**config.mk**
```make
export PLATFORM = sky130hd
export DESIGN_NAME = updown_counter_sequencer
export DESIGN_NICKNAME = d
export VERILOG_FILES = /design/src/rtl/updown_counter_sequencer.sv
export SDC_FILE = /design/constraint.sdc
export NUM_CORES = 1
export LEC_CHECK = 0
export BUFFER_PORTS_ARGS = -buffer_cell sky130_fd_sc_hd__buf_2
export CAP_MARGIN = 10
export CORE_ASPECT_RATIO = 1.4
export CORE_MARGIN = 2
export CORE_UTILIZATION = 35
export CTS_CLUSTER_DIAMETER = 80
export CTS_CLUSTER_SIZE = 40
export DETAILED_ROUTE_END_ITERATION = 8
export GPL_TIMING_DRIVEN = 0
export PLACE_DENSITY = 0.67
export SYNTH_ARGS = -nofsm -noshare
export SYNTH_HDL_FRONTEND = slang
export SYNTH_SLANG_ARGS = --single-unit
```
**constraint.sdc**
```tcl
create_clock -name clk -period 3.3 [get_ports clk]
set_clock_uncertainty 0.15 [all_clocks]
set_input_delay 0.165 -clock clk [delete_from_list [all_inputs] [get_ports clk]]
set_output_delay 0.165 -clock clk [all_outputs]
set_load 0.03 [all_outputs]
```
**src/rtl/updown_counter_sequencer.sv**
```systemverilog
// ---------------------------------------------------------------------------
// updown_counter_sequencer
//
// Command-driven controller for a loadable up/down counter. A command
// (start value, direction, step count) is accepted over a valid/ready
// handshake. The controller preloads the counter, steps it the requested
// number of times (pausing on hold, stopping early on abort), then reports
// the final counter value together with wrap and abort flags.
//
// States
//   IDLE | waiting for a command, cmd_ready high
//   LOAD | counter preloaded with the latched start value
//   RUN  | stepping; abort > hold > step
//   DONE | counter idle, final value captured, done pulses next cycle
//
// Ports
//   clk, reset            clock and async active-high reset (shared with counter)
//   cmd_valid/cmd_ready   command handshake
//   cmd_start/up/len      command fields (len = number of steps, 0 = load only)
//   hold, abort           RUN-only pause / early termination
//   ctr_load/data/count_up/on  combinational controls to the counter
//   ctr_count             current counter value
//   busy                  high in every state except IDLE
//   done                  one-cycle registered completion pulse
//   result/wrapped/aborted  registered completion status, held until next DONE
// ---------------------------------------------------------------------------
module updown_counter_sequencer #(
    parameter int WIDTH = 3,
    parameter int LEN_W = 4
) (
    input  logic             clk,
    input  logic             reset,
    input  logic             cmd_valid,
    output logic             cmd_ready,
    input  logic [WIDTH-1:0] cmd_start,
    input  logic             cmd_up,
    input  logic [LEN_W-1:0] cmd_len,
    input  logic             hold,
    input  logic             abort,
    output logic             ctr_load,
    output logic [WIDTH-1:0] ctr_data,
    output logic             ctr_count_up,
    output logic             ctr_on,
    input  logic [WIDTH-1:0] ctr_count,
    output logic             busy,
    output logic             done,
    output logic [WIDTH-1:0] result,
    output logic             wrapped,
    output logic             aborted
);

    typedef enum logic [1:0] {
        S_IDLE = 2'd0,
        S_LOAD = 2'd1,
        S_RUN  = 2'd2,
        S_DONE = 2'd3
    } state_t;

    state_t           state;
    state_t           state_next;
    logic [LEN_W-1:0] remaining;
    logic [WIDTH-1:0] start_q;
    logic             up_q;
    logic [LEN_W-1:0] len_q;
    logic             wrap_acc;
    logic             abort_acc;

    logic             accept;
    logic             step;
    logic             set_abort;
    logic             wrap_hit;

    // A step wraps when the counter is currently at the end it is moving away from.
    assign wrap_hit = up_q ? (ctr_count == {WIDTH{1'b1}}) : (ctr_count == {WIDTH{1'b0}});

    always_comb begin
        state_next   = state;
        cmd_ready    = 1'b0;
        busy         = 1'b1;
        ctr_load     = 1'b0;
        ctr_data     = '0;
        ctr_on       = 1'b0;
        ctr_count_up = up_q;
        accept       = 1'b0;
        step         = 1'b0;
        set_abort    = 1'b0;

        case (state)
            S_IDLE: begin
                cmd_ready    = 1'b1;
                busy         = 1'b0;
                ctr_count_up = 1'b0;
                if (cmd_valid) begin
                    accept     = 1'b1;
                    state_next = S_LOAD;
                end
            end
            S_LOAD: begin
                ctr_load = 1'b1;
                ctr_data = start_q;
                if (len_q == '0) begin
                    state_next = S_DONE;
                end else begin
                    state_next = S_RUN;
                end
            end
            S_RUN: begin
                if (abort) begin
                    set_abort  = 1'b1;
                    state_next = S_DONE;
                end else if (!hold) begin
                    ctr_on = 1'b1;
                    step   = 1'b1;
                    if (remaining == LEN_W'(1)) begin
                        state_next = S_DONE;
                    end
                end
            end
            S_DONE: begin
                state_next = S_IDLE;
            end
            default: begin
                state_next = S_IDLE;
            end
        endcase
    end

    always_ff @(posedge clk or posedge reset) begin
        if (reset) begin
            state     <= S_IDLE;
            remaining <= '0;
            start_q   <= '0;
            up_q      <= 1'b0;
            len_q     <= '0;
            wrap_acc  <= 1'b0;
            abort_acc <= 1'b0;
            done      <= 1'b0;
            result    <= '0;
            wrapped   <= 1'b0;
            aborted   <= 1'b0;
        end else begin
            state <= state_next;
            done  <= (state == S_DONE);

            if (accept) begin
                start_q   <= cmd_start;
                up_q      <= cmd_up;
                len_q     <= cmd_len;
                wrap_acc  <= 1'b0;
                abort_acc <= 1'b0;
            end

            if (state == S_LOAD) begin
                remaining <= len_q;
            end

            if (step) begin
                remaining <= remaining - LEN_W'(1);
                if (wrap_hit) begin
                    wrap_acc <= 1'b1;
                end
            end

            if (set_abort) begin
                abort_acc <= 1'b1;
            end

            // Status outputs only change here so they stay stable between completions.
            if (state == S_DONE) begin
                result  <= ctr_count;
                wrapped <= wrap_acc;
                aborted <= abort_acc;
            end
        end
    end

endmodule

```
Word-level counts from Yosys, hierarchy flattened --
Cells that the tools add are included.
Word-level totals: register bits after elaboration 22, input bits 16, output and inout bits 14, word-level logic and storage cells 52
Operators by class: $add $sub $neg 1, equality and inequality tests 8, multiplexer cells 26, reduce and logical (&&, ||, !) cells 6
Operators by type and width (number):
- 1-bit 2-to-1 mux | 18
- 2-bit 2-to-1 mux | 4
- 4-bit 2-to-1 mux | 2
- 2-bit one-hot mux with 4 select lines | 1
- 3-bit inequality test (second input constant) | 2
- 2-bit equality test (second input constant) | 2
- 4-bit by 1-bit equality test with 1-bit output (second input constant) | 1
- 4-bit logical NOT | 1
- 2-bit nonzero test | 2
- 4-bit by 1-bit subtractor with 4-bit output (second input constant) | 1
- 3-bit equality test (second input constant) | 1
- 3-bit logical NOT | 1
- 3-bit 2-to-1 mux | 1
- 3-bit AND reduction | 1
- 2-bit by 1-bit equality test with 1-bit output (second input constant) | 1
- 2-bit logical NOT | 1
- 2-bit inequality test (second input constant) | 1

Depth between registers and ports, before layout --
depth after elaboration 5, gate-level depth with buffers 6, gate-level depth less buffers 5

Worst setup path before layout --
OpenSTA, ideal clock, no wires.
path kind register -> register, start reg state[0], end reg len_q[0], setup time 0.125 ns, arrival time 1.524 ns, required time 3.025 ns, path slack 1.501 ns, cell stages (with the launch flop) 5, path buffers 0, period minus slack after synthesis 1.799 ns, path through dfrtp_1 > inv_1 > ha_1 > nand2_1 > mux2_2
On the way: longest elaborated chain between the ends 2
RTL lines:
- start, declared | RTL line 59 | state_t state;
- start signal, assigned | RTL line 142 | state <= state_next;
- 2-bit logical NOT | RTL line 88 | case (state)
- 1-bit 2-to-1 mux | RTL line 88
- end signal, assigned | RTL line 148 | len_q <= cmd_len;
- end, declared | RTL line 64 | logic [LEN_W-1:0] len_q;
Every way passes these cells. A chain may end at the register's enable or synchronous reset.

Final worst setup path --
start reg state[0], end out ctr_on
On the way: longest elaborated chain between the ends 2
RTL lines:
- 2-bit equality test | RTL line 88
- 1-bit 2-to-1 mux | RTL line 88
- end, declared | RTL line 43 | output logic ctr_on,
Every way passes these cells.

==> flow_metrics.py <==
metrics = {
    "clock_network": {
        "tritoncts_buffer_count": 3,
        "clock-root-buffer": "sky130_fd_sc_hd__clkbuf_8",
        "tritoncts": "yes",
        "cts_max_level": 1,
        "cts_buffer_depth": 2,
        "clk_transition_reported_paths_ns": 0.08,
        "later_pin_clock_latency_in_the_skew_report_ns": 0.26,
        "number_of_clock_sinks": 22,
        "postCtsResizedCells": 0,
    },
    "min_path": {
        "hold_wc_startpoint": "ctr_count[2]",
        "holdCritPathClass": "in2reg",
        "worst_hold_path.num_cells": 2,
        "holdPathEnd": "result[2]",
    },
    "grt": {
        "first_global_vias": 822,
        "grt_usage_pct": 14.1,
        "global_route_wire_length_before_repair_um": 3850,
        "antenna_found_initial": 0,
        "grt_max_degree": 23,
        "globalRouteOverflowTotal": 0,
    },
    "die": {
        "fp.coreArea_um2": 3090,
        "die_y_um": 71.0,
        "io_pins": 30,
        "fp-row-count": 24,
        "die-width_um": 51.8,
        "initial_core_util_pct": 36.2,
        "die_area_um2": 3680,
    },
    "critical_path": {
        "critical_path.reg2reg.endpoint": "remaining[2]",
        "crit_path_start_kind": "flop",
        "worstPathCellList": "inv_1 -> ha_1 -> nor3b_4 -> buf_6 -> buf_2",
        "r2r_setup_slack_ns": 1.39,
        "rr_worst_depth": 5,
        "timing.critical_path.depth": 5,
        "crit_path_end_kind": "primary output",
        "worstSetupPathType": "reg2out",
        "slowest_delay_ns": 0.41,
        "rr_startpoint": "state[0]",
        "crit_path_top_delay_cell": "sky130_fd_sc_hd__dfrtp_1",
        "critPathMaxFanout": 10,
        "cp_data_required_time_ns": 2.98,
        "worstPathArrival_ns": 1.72,
        "critical-path-top-delay-family": "buffers and inverters",
        "worstPathBufferInverterCount": 3,
    },
    "logic_synthesis": {
        "synth.net_count": 109,
        "main_combinational_cell_family_by_area_after_synthesis": "multiplexers",
        "post_synth_and_or_nand_nor_area_fraction_pct": 14.4,
        "syn_area_per_cell_um2": 13.0,
        "post_synth_design_cell_area_um2": 1120,
        "yosys.area.top_type_share_pct": 49.1,
        "post_synth_main_area_contributors": "sky130_fd_sc_hd__dfrtp_1 (49%), sky130_fd_sc_hd__mux2_2 (13%), sky130_fd_sc_hd__ha_1 (7.8%)",
        "synthCells": 86,
        "synth_enable_flop_cells": 0,
        "synth.yosys.warnings": 0,
        "post_synthesis_sequential_element_count": 22,
        "post-synth-top-area-cell": "sky130_fd_sc_hd__dfrtp_1",
        "post_synth_xor_area_fraction_pct": 0,
        "synth_flop_cell": "sky130_fd_sc_hd__dfrtp_1",
        "post_synth_num_cell_types": 31,
        "async_reset_ff_share_pct": 100,
        "synth-compound-area-share_pct": 8.82,
        "muxShareOfSynthArea_pct": 16.4,
        "yosys.area_share.adder_pct": 7.81,
        "ys_seq_area_share_pct": 49.1,
    },
    "sta": {
        "hold_violations": 0,
        "setup_viol_count_final": 0,
        "rsz0062_at_grt": "no",
        "min_period_over_period_pct": 61.8,
        "max_slew_violation_count": 0,
        "timing.slew.headroom_pct": 42.7,
        "tightest_slew_ns": 0.859,
        "timing.final.crit_period_ns": 2.04,
        "final.setup.tns_ns": 0,
        "achievable-frequency_mhz": 491,
    },
    "drt": {
        "viasPerCell": 4.80,
        "number_of_design_rule_violations_left_by_the_first_detailed_router_iteration": 18,
        "final_routed_wire_length_divided_by_cell_count_um": 13.8,
        "num_vias": 807,
        "postRouteAntennaNets": 0,
        "wirelength_routed_um": 2330,
        "detail_route.drc_violations": 0,
        "detail_route.first_pass.iterations": 2,
    },
    "power_and_ir_drop": {
        "power_density_nw_per_um2": 994,
        "ir_drop_mv": 0.648,
        "p_leak_nw": 0.717,
        "total_power_w": 0.00148,
    },
    "final_layout": {
        "postLayoutCoreUtil_pct": 48.1,
        "finalNetCount": 153,
        "syn2layout_area_growth_pct": 32.6,
        "insertedDiodeCount": 0,
        "leading_cell_type_in_the_layout_fill_and_taps_excluded": "sky130_fd_sc_hd__buf_2",
        "final_area_um2": 1490,
        "fin_cells": 168,
        "mostFrequentLayoutCells": "sky130_fd_sc_hd__buf_2 (30), sky130_fd_sc_hd__dfrtp_1 (22), sky130_fd_sc_hd__mux2_2 (13)",
        "final_layout_size_suffix_gt1_share_pct": 41.1,
    },
    "place": {
        "numPlacedInstances": 154,
        "dp.final_hpwl_um": 1710,
        "detailed_place.area_um2": 1320,
        "gpl.final_weighted_congestion": 0.835,
        "portBuffers": 29,
    },
    "run": {
        "maxCapViolations": 0,
    },
    "outcome": {
        "run_status": "finished, final reports clean",
    },
}
[where the power goes]
| group | switching, W | internal, W |
|---|---|---|
| Sequential | 0.000102 | 0.000406 |
| Combinational | 0.000389 | 0.000328 |
| Clock | 0.0000903 | 0.000162 |
| Total | 0.000581 | 0.000896 |
[flip-flops by register name, summed over array words and instances (netlist names)]
signal	flops
len_q	4
remaining	4
result	3
start_q	3
state	2
abort_acc	1
aborted	1
done	1
up_q	1
wrap_acc	1
wrapped	1
[through the flow]
| stage | setup slack, ns | hold slack (ns) |
|---|---|---|
| after floorplan | 1.50 | 0.00423 |
| after global placement | 1.45 | 0.215 |
| after detailed placement | 1.42 | 0.227 |
| after CTS | 1.26 | 0.00324 |
| after global routing | 1.16 | 0.00352 |
| final | 1.26 | 0.00776 |
[how the worst max path moves through the flow]
| stage | start | to | slack, ns |
|---|---|---|---|
| finish | state[0] | ctr_on | 1.26 |
| global route | state[0] | ctr_on | 1.16 |
| CTS | state[0] | ctr_on | 1.26 |
| detailed placement | state[0] | remaining[2] | 1.42 |
| global placement | state[0] | remaining[2] | 1.45 |
| floorplan | state[0] | len_q[0] | 1.50 |
[repair_timing]
item / CTS / global route
setup buffers: 0 / 0
hold endpoints to repair: 30 / 1
setup endpoints to repair: 0 / 0
hold buffers: 9 / 1
[cell usage after synthesis (2+ instances only)]
library cell,count
sky130_fd_sc_hd__nor3_1,3
sky130_fd_sc_hd__inv_1,6
sky130_fd_sc_hd__nand2_1,2
sky130_fd_sc_hd__nand3_1,2
sky130_fd_sc_hd__mux2_1,2
sky130_fd_sc_hd__a22o_1,2
sky130_fd_sc_hd__mux2_2,13
sky130_fd_sc_hd__and2_1,3
sky130_fd_sc_hd__nor2b_1,3
sky130_fd_sc_hd__dfrtp_1,22
sky130_fd_sc_hd__ha_1,7
sky130_fd_sc_hd__nand2b_1,2
[cell families after synthesis]
family	after synthesis
flops	22
fa+ha+maj	7
buf+inv	8
mux	16
compound gates	11
simple gates	22
[layer usage]
metal  GRT usage, %  share of wire, %  vias to the layer above
li1               -                 -                      395
met1           16.8                43                      392
met2           24.1                52                       16
met3           1.48               2.8                        4
met4           7.89               2.4                        0
met5              0                 0                        -
[layout make-up]
| class | instances | area (um^2) |
|---|---|---|
| Buffer | 2 | 16.3 |
| Clock buffer | 3 | 41.3 |
| Clock inverter | 1 | 30.0 |
| Fill cell | 273 | 1610 |
| Inverter | 6 | 22.5 |
| Multi-Input combinational cell | 56 | 532 |
| Sequential cell | 22 | 551 |
| Tap cell | 39 | 48.8 |
| Timing Repair Buffer | 39 | 245 |
Power figures use the tool's default switching activity.
